===== src/rtl/filter_test_sequencer.sv =====
// Stimulus/capture sequencer: streams ROM samples into a filter under test and writes aligned results to a capture RAM.
// Optional build macro FTS_CHECKSUM_EN adds a per-pass wrapping sum of captured words on checksum.
module filter_test_sequencer #(
  parameter int DATA_W = 16,
  parameter int RES_W  = 32,
  parameter int ADDR_W = 8,
  parameter int LAT    = 2
) (
  input  logic              posClk,
  input  logic              rst,
  input  logic              start,
  input  logic              mode,
  input  logic [ADDR_W-1:0] len,
  output logic [ADDR_W-1:0] rom_addr,
  input  logic [DATA_W-1:0] rom_q,
  output logic [DATA_W-1:0] filt_in,
  input  logic [RES_W-1:0]  filt_out,
  output logic [ADDR_W-1:0] ram_addr,
  output logic [RES_W-1:0]  ram_data,
  output logic              ram_wren,
  output logic              busy,
  output logic              done,
  output logic              trig,
  output logic [RES_W-1:0]  checksum
);

  typedef enum logic [1:0] {
    S_IDLE  = 2'd0,
    S_RUN   = 2'd1,
    S_DRAIN = 2'd2,
    S_DONE  = 2'd3
  } state_t;

  state_t r_state;
  state_t w_state_next;

  logic [ADDR_W-1:0] r_len;
  logic [ADDR_W-1:0] r_rd_ptr;
  logic [ADDR_W-1:0] r_wr_ptr;
  // Bit 0 tracks the word on rom_q/filt_in, bit LAT the result on filt_out.
  logic [LAT:0]      r_pipe;
  logic [LAT:0]      w_pipe_next;

  logic w_launch;
  logic w_issue;
  logic w_rd_last;
  logic w_wr_last;

  assign w_launch    = (r_state == S_IDLE) && start;
  assign w_issue     = (r_state == S_RUN);
  assign w_rd_last   = (r_rd_ptr == r_len);
  assign w_wr_last   = (r_wr_ptr == r_len);
  assign w_pipe_next = (r_pipe << 1) | (LAT+1)'(w_issue);

  // State register
  always_ff @(posedge posClk or negedge rst) begin
    if (!rst) begin
      r_state <= S_IDLE;
    end else begin
      r_state <= w_state_next;
    end
  end

  // Next-state logic; mode is sampled live so a continuous run ends only at a pass boundary
  always_comb begin
    w_state_next = r_state;
    case (r_state)
      S_IDLE: begin
        if (start) begin
          w_state_next = S_RUN;
        end
      end
      S_RUN: begin
        if (w_rd_last && !mode) begin
          w_state_next = S_DRAIN;
        end
      end
      S_DRAIN: begin
        if (w_pipe_next == '0) begin
          w_state_next = S_DONE;
        end
      end
      S_DONE: begin
        w_state_next = S_IDLE;
      end
      default: begin
        w_state_next = S_IDLE;
      end
    endcase
  end

  // Output logic
  always_comb begin
    busy     = 1'b0;
    done     = 1'b0;
    trig     = 1'b0;
    rom_addr = '0;
    case (r_state)
      S_RUN: begin
        busy     = 1'b1;
        rom_addr = r_rd_ptr;
        trig     = (r_rd_ptr == '0);
      end
      S_DRAIN: begin
        busy = 1'b1;
      end
      S_DONE: begin
        done = 1'b1;
      end
      default: begin
        busy = 1'b0;
      end
    endcase
  end

  // Pointers, latched length and valid pipe
  always_ff @(posedge posClk or negedge rst) begin
    if (!rst) begin
      r_len    <= '0;
      r_rd_ptr <= '0;
      r_wr_ptr <= '0;
      r_pipe   <= '0;
    end else begin
      r_pipe <= w_pipe_next;
      if (w_launch) begin
        r_len    <= len;
        r_rd_ptr <= '0;
        r_wr_ptr <= '0;
      end else begin
        if (r_state == S_RUN) begin
          r_rd_ptr <= w_rd_last ? '0 : r_rd_ptr + 1'b1;
        end
        if (r_pipe[LAT]) begin
          r_wr_ptr <= w_wr_last ? '0 : r_wr_ptr + 1'b1;
        end
      end
    end
  end

  assign filt_in  = r_pipe[0] ? rom_q : '0;
  assign ram_wren = r_pipe[LAT];
  assign ram_addr = r_wr_ptr;
  assign ram_data = r_pipe[LAT] ? filt_out : '0;

`ifdef FTS_CHECKSUM_EN
  logic [RES_W-1:0] r_sum;

  // A write to index 0 opens a new pass, so the sum restarts from that word
  always_ff @(posedge posClk or negedge rst) begin
    if (!rst) begin
      r_sum <= '0;
    end else if (w_launch) begin
      r_sum <= '0;
    end else if (r_pipe[LAT]) begin
      r_sum <= (r_wr_ptr == '0) ? filt_out : r_sum + filt_out;
    end
  end

  assign checksum = r_sum;
`else
  assign checksum = '0;
`endif

endmodule

===== config.mk =====
export PLATFORM = sky130hd
export DESIGN_NAME = filter_test_sequencer
export DESIGN_NICKNAME = d
export VERILOG_FILES = /design/src/rtl/filter_test_sequencer.sv
export SDC_FILE = /design/constraint.sdc
export NUM_CORES = 1
export LEC_CHECK = 0
export ABC_AREA = 1
export CAP_MARGIN = 15
export CORE_MARGIN = 3
export CORE_UTILIZATION = 41
export DETAILED_ROUTE_END_ITERATION = 10
export GPL_TIMING_DRIVEN = 1
export HOLD_SLACK_MARGIN = 0.03
export PLACE_DENSITY = 0.95
export SLEW_MARGIN = 5
export SYNTH_ARGS = -nofsm -noshare
export SYNTH_HDL_FRONTEND = slang
export SYNTH_SLANG_ARGS = --single-unit

===== constraint.sdc =====
create_clock -name posClk -period 2.3 [get_ports posClk]
set_input_delay 0.345 -clock posClk [delete_from_list [all_inputs] [get_ports posClk]]
set_output_delay 0.345 -clock posClk [all_outputs]
set_load 0.1 [all_outputs]

# == After elaboration in Yosys (flattened, before gate mapping) ==
# Index checks and enable logic that the tools add are counted.
# totals
reg_bits,29
output_inout_bits,100
wordCells,42
# op_classes
add_sub_neg,2
eq_ne,8
muxes,16
bitwise,1
n_reduce_logical,10
# ops
cell,count
$mux W8,7
$mux W32,1
$add A8 B1 Y8 const B,2
$eq A8 B8 Y1,2
$mux W16,1
$logic_not A8 Y1,1
$pmux W2 S4,1
$mux W2,3
$eq A2 B2 Y1 const B,2
$ne A2 B2 Y1 const B,2
$reduce_bool A2 Y1,2
$logic_not A3 Y1,1
$mux W1,3
$or A3 B1 Y3,1
$reduce_and A3 Y1,1
$eq A2 B1 Y1 const B,1
$logic_and A1 B1 Y1,2
$logic_not A2 Y1,1
$ne A2 B1 Y1 const B,1
$reduce_or A2 Y1,1
$logic_not A1 Y1,1

# == Depth between registers and ports, before layout ==
# Gate-level depths: netlist of the first run.
# depth
depth_word,5
mapped_depth,11

# == Least setup slack after synthesis of the first run ==
# OpenSTA, ideal clock, no wires.
# synth_path
kind,register to output
startpoint,reg r_state[1]
endpoint,out trig
arrival_ps,3696
path_slack_ps,-1741
stages_incl_launch_ff,6
n_path_buf,1
path_cell_list,dfrtp_1 inv_1 ha_1 clkbuf_8 nand4_1 nor4_1
# synth_via
elab_chain_len,2
# synth_rtl
element,line_no,text
from (decl),34,state_t r_state;
from (signal assigned),60,r_state <= w_state_next;
$eq A2 B1 Y1,--,
named net w_issue,45,logic w_issue;
$mux W1,98,case (r_state)
to (decl),23,"output logic trig,"
# The timed path passes the listed nets, and every way through them passes these cells.

# == Worst setup path in the final report of the first run ==
# layout_path
startpoint,reg r_pipe[2]
endpoint,out ram_data[26]
# layout_via
elab_chain_len,1
# layout_rtl
element,line_no,text
from (decl),41,logic [LAT:0] r_pipe;
from (signal assigned),124,r_pipe <= w_pipe_next;
$mux W32,143,assign ram_data = r_pipe[LAT] ? filt_out : '0;
to (decl),19,"output logic [RES_W-1:0] ram_data,"
# No other way between the ends.

==> results of run 1 <==
==> cell usage in the layout (no fill, tap or decap), drive strengths merged <==
cell type      synthesis  layout
nand3                  8       8
xor2                   6       6
nor4                   1       1
conb                   1      32
clkbuf                 5       7
clkdlybuf4s50          0      59
xnor2                  9       9
clkinv                 1       1
nand4                 19      19
buf                   42      71
inv                   90      90
nor2                   9       9
nand2                154     154
ha                     7       7
or2                    1       1
o21ai                  9       9
a21oi                  4       4
bufinv                 0       1
dfrtp                 29      29
o211a                  1       1
==> metal layers <==
metal,share of wire [%],wire length [um]
met1,34,2650
met2,54,4200
met3,11,847
met4,1.8,144
met5,0,0
==> critical path: stages (launching register included) <==
cell and delay, ns:
dfrtp_2 0.86, nand2_1 0.15, inv_1 0.14, buf_12 0.18
==> state kept, by name, summed over array words and instances, names as in the netlist <==
| signal | cells |
|---|---|
| r_pipe | 3 |
| r_state | 2 |
| r_len | 8 |
| ram_addr | 8 |
| r_rd_ptr | 8 |
==> worst min path at each step <==
stage	start	to	slack [ns]	cells after the start
after floorplan	rst	r_len[0]	0.05	0
after detailed placement	r_pipe[1]	r_pipe[2]	0.37	0
after CTS	r_pipe[1]	r_pipe[2]	0.37	0
after global placement	r_pipe[1]	r_pipe[2]	0.35	0
after global routing	r_pipe[1]	r_pipe[2]	0.40	0
final	r_pipe[1]	r_pipe[2]	0.38	0
==> logic make-up (layout without fill, tap and decap cells) <==
group | count (synthesis) | in the layout
AND/OR/NAND/NOR | 192 | 192
buffers and inverters | 138 | 229
flip-flops | 29 | 29
XOR/XNOR | 15 | 15
AO/OA/AOI/OAI | 14 | 14
adder cells (fa/ha/maj) | 7 | 7
other | 1 | 32
==> through the flow <==
step	instances	hold slack (ns)	power, uW	utilization (%)	setup WS, ns
after floorplan	427	0.0494	4510	-	0.0474
after global placement	585	0.354	5980	71.6	0.676
after detailed placement	585	0.369	6110	71.6	0.614
after CTS	593	0.373	6690	73.5	0.286
after global routing	593	0.405	6960	73.5	0.217
final	593	0.376	6660	73.5	0.313
==> power groups by stage <==
stage | registers [uW] | logic (uW) | clock network, uW
after floorplan | 1080 | 3430 | 0
after global placement | 985 | 5000 | 0
after detailed placement | 1000 | 5100 | 0
after CTS | 999 | 5120 | 569
after global routing | 1040 | 5330 | 584
final | 1010 | 5100 | 553
==> layout make-up <==
class / count / share of cell area, %
Timing Repair Buffer: 130 / 41.8
Inverter: 91 / 7.88
Sequential cell: 29 / 16.4
Clock buffer: 7 / 1.95
Tap cell: 75 / 2.12
Multi-Input combinational cell: 260 / 29.2
Clock inverter: 1 / 0.678
==> impl_metrics.tcl, run 1 <==
set metrics [dict create \
    setup_viol 0 \
    gr-max-usage-layer "met2" \
    netlist_instances 396 \
    synthAdderAreaFrac_pct 3.39 \
    cts-hold-fix-buffers 0 \
    synthFlopType "dfrtp_1" \
    synth_mux_area_share_pct 0 \
    insertion_delay_ns 0.29 \
    ctsResizeCount 0 \
    dieHeight_um 85.3 \
    required_ns 1.96 \
    hpwlAfterDp_um 6370 \
    hold_viol 0 \
    max_slew_margin_pct 48.6 \
    drc 0 \
    power_frac_seq_pct 15.1 \
    clkPwrFrac_pct 8.3 \
    synth_compound_area_share_pct 2.91 \
    critical_path_class "flop to output port" \
    synth_top_family_by_area "simple AND/OR/NAND/NOR gates" \
    p_sw_share_pct 61.1 \
    synth_area_per_cell_um2 6.52 \
    multi_input_area_mm2 0.00129 \
    yosysSeqAreaShare_pct 28.1 \
    synth_edf_count 0 \
    cts_tree "done" \
    cts_buffers 5 \
    run_status "completed" \
    wl_um 7840 \
    yosys.area_share.simple_pct 33.2 \
    yosysUniqueCellTypes 30 \
    grt_pass1_vias 2769 \
    worst_clock_skew_ns 0.0128 \
    die_x_um 85.3 \
    wl_per_cell_um 13.2 \
    period_share_pct 86.4 \
    leakage_uw 0.00256 \
    h-tree-depth 2 \
    area_growth_pct 71.6 \
    maxCapViolCount 0 \
    coreArea_mm2 0.00603 \
    num_rows 28 \
    p_switching_uw 4070 \
    grt_max_degree 40 \
    cts.clk_slew.worst_paths_ns 0.06 \
    postRouteAntennaNets 0 \
    worstReg2RegStart "r_state[0]" \
    clock_path_buffers 2 \
    dieArea_mm2 0.00728 \
    fin_area_mm2 0.00443 \
    p_per_area_mw_per_mm2 1500 \
    antenna_found_initial 0 \
    place_area_mm2 0.00431 \
    met3_usage_pct 5.92 \
    yosys_warnings 0 \
    regArea_um2 727 \
    cp-start-kind "flop" \
    drive_gt1_share_pct 19.5 \
    worst_pin_slew_ns 0.772 \
    p_int_uw 2590 \
    synth_xor_area_share_pct 5.38 \
    slew_violations 0 \
    share_comb_of_total_power_pct 76.6 \
    regToRegSetupSlack_ns 0.69 \
    cp-endpoint "ram_data[26]" \
    grtUsageMet1_pct 22.7 \
    grt.total_usage_pct 21.5 \
    gr-usage-met2_pct 40.7 \
    yosysMostFrequentCell "nand2_1" \
    start_util_pct 42.8 \
    worstSetupEndpointType "output port" \
    grt_setup_unrepaired "false" \
    period_needed_ns 1.99 \
    r2r_end "r_rd_ptr[1]" \
    drt_iter0_markers 250 \
    clock_sinks 29 \
    clockRootBuffer "clkbuf_8" \
    tns_ns 0 \
    via_per_inst 4.72 \
    syn-cell-area_mm2 0.00258 \
    synthDominantAreaCellType "dfrtp_1" \
    path_max_fanout 39 \
    io_pins 160 \
    grt_pass1_wl_um 12700 \
    final_nets 584 \
    fmax_mhz 503 \
    antenna_cells 0 \
    synth_area_leaders "dfrtp_1 (28%), nand2_1 (22%), inv_1 (12%)" \
    synth_top_area_share_pct 28.1 \
    num_vias 2797 \
    grt_overflow 0 \
    drt_first_pass_iters 6 \
    fillers 408 \
    peakVddDrop_uv 1250 \
    min_path_type "flop to flop" \
    yosys-top-cells-count "nand2_1 (148), inv_1 (85), buf_4 (32)" \
    critPathArrivalTime_ns 1.64 \
    place_congestion 0.861 \
    startpoint "r_pipe[2]" \
    postCtsSetupRepairBufs 0 \
    synth_seq_cells 29 \
    synthArstFlopShare_pct 100 \
    worstRegToRegCells 7 \
    io_buffers 127 \
]
Power figures use the tool's default switching activity.
==> inputs of run 2 (changes only) <==
--- a/config.mk
+++ b/config.mk
@@ -9,6 +9,7 @@
 export CAP_MARGIN = 15
 export CORE_MARGIN = 3
 export CORE_UTILIZATION = 41
+export CTS_CLUSTER_SIZE = 24
 export DETAILED_ROUTE_END_ITERATION = 10
 export GPL_TIMING_DRIVEN = 1
 export HOLD_SLACK_MARGIN = 0.03
==> results of run 2 <==
No change in the layout: final DEF, timing and power equal those of run 1.
==> inputs of run 3 (changes only) <==
--- a/config.mk
+++ b/config.mk
@@ -18,3 +18,4 @@
 export SYNTH_ARGS = -nofsm -noshare
 export SYNTH_HDL_FRONTEND = slang
 export SYNTH_SLANG_ARGS = --single-unit
+export TNS_END_PERCENT = 1
==> run 3 against run 2 <==
  * Critical path depth grew 3
  * Register-to-register slack is essentially flat
  * Cell area shrank 0.54%
  * Sequential share of layout area grew 0.060 points
  * Count of clock-buffer cells in the layout is the same
  * Sequential cell count is the same
  * Critical path type unchanged
==> impl_metrics.tcl, run 3 (synthesis results as in run 1) <==
set metrics [dict create \
    insertion_delay_ns 0.28 \
    whs_endpoint "r_pipe[2]" \
    drt_first_pass_iters 5 \
    layout_commonest_cell "nand2_1" \
    grt_pass1_vias 2684 \
    drt_iter0_markers 321 \
    postRouteAntennaNets 0 \
    dieHeight_um 85.3 \
    die_x_um 85.3 \
    cts-hold-fix-buffers 0 \
    place_congestion 0.865 \
    slew_violations 0 \
    num_rows 28 \
    critical_path_class "flop to output port" \
    maxCapViolCount 0 \
    max_slew_margin_pct 64.5 \
    min_path_type "flop to flop" \
    regArea_um2 726 \
    start_util_pct 42.8 \
    whs_path_depth 0 \
    dieArea_mm2 0.00728 \
    worst_clock_skew_ns 0.00902 \
    clock_path_buffers 2 \
    worstSetupEndpointType "output port" \
    hpwlAfterDp_um 6510 \
    path_max_fanout 19 \
    multi_input_area_mm2 0.00129 \
    hold_viol 0 \
    ctsResizeCount 0 \
    mostFrequentLayoutCells "nand2_1 (148), inv_1 (85), clkdlybuf4s50_1 (59)" \
    regToRegSetupSlack_ns 0.70 \
    grt_setup_unrepaired "false" \
    fmax_mhz 501 \
    antenna_cells 0 \
    worst_pin_slew_ns 0.533 \
    fillers 396 \
    postCtsSetupRepairBufs 0 \
    area_growth_pct 70.7 \
    coreArea_mm2 0.00603 \
    numPlacedInstances 586 \
    grt_pass1_wl_um 13000 \
    worstRegToRegCells 6 \
    grt.total_usage_pct 22.2 \
    io_buffers 127 \
    io_pins 160 \
    grt_max_degree 40 \
    peakVddDrop_uv 1080 \
    drive_gt1_share_pct 19.3 \
    cts.clk_slew.worst_paths_ns 0.06 \
    wl_per_cell_um 13.6 \
    tns_ns 0 \
    r2r_end "r_rd_ptr[7]" \
    leakage_uw 0.00255 \
    h-tree-depth 2 \
    clock_sinks 29 \
    antenna_found_initial 0 \
    cp-start-kind "flop" \
    clockRootBuffer "clkbuf_8" \
    required_ns 1.96 \
    layoutNonFillerInstCount 593 \
    run_status "completed" \
    hp-start "r_pipe[1]" \
    num_vias 2817 \
    period_share_pct 86.7 \
    p_per_area_mw_per_mm2 1490 \
    wl_um 8080 \
    via_per_inst 4.75 \
    final_nets 585 \
    cts_buffers 5 \
    timing.hold.ws_ns 0.377 \
    setup_viol 0 \
    drc 0 \
    grt_overflow 0 \
    period_needed_ns 2.00 \
    cts_tree "done" \
    critPathArrivalTime_ns 1.65 \
    worstReg2RegStart "r_state[1]" \
]
[run 3: where the power goes]
group / switching [uW] / internal (uW) / total (uW)
clock network: 199 / 237 / 436
logic: 3660 / 1580 / 5240
registers: 233 / 670 / 903
total: 4090 / 2490 / 6570
[run 3: routing by layer]
metal	vias up	GRT usage (%)	part of all wire, %
met1	1280	25.0	34
met4	0	5.32	1.5
met3	17	4.76	9.8
met2	188	42.2	54
li1	1332	-	-
met5	-	0	0
[run 3: area by class of cell]
cell class	count	share of cell area, %
flip-flops and latches	29	16.5
well taps	75	2.13
clock buffers	7	1.96
repair buffers	131	42.1
multi-input cells	260	29.4
inverters	91	7.92
[run 3: worst max-delay path by stage]
stage / from / to / slack [ns] / cells after the start
after detailed placement: start / ram_addr[2] / 0.62 / 8
after CTS: r_state[1] / rom_addr[0] / 0.33 / 6
final: r_state[1] / rom_addr[0] / 0.30 / 6
after global placement: start / ram_addr[5] / 0.70 / 8
after floorplan: r_pipe[2] / ram_data[10] / -0.21 / 4
after global routing: r_state[1] / rom_addr[0] / 0.25 / 6
[run 3: worst max-delay path: stages, from the launching register on]
cell,delay (ns)
dfrtp_1,0.42
inv_1,0.10
ha_1,0.19
buf_4,0.26
nand2_1,0.12
inv_1,0.11
buf_12,0.18
[run 3: through the flow]
step	total power [uW]	worst slack, ns	cell area, um2	util, %
after global placement	6000	0.703	4320	71.7
after global routing	6860	0.250	4410	73.1
after floorplan	4510	-0.215	2710	-
after detailed placement	6140	0.620	4320	71.7
after CTS	6580	0.335	4410	73.1
final	6570	0.305	4410	73.1
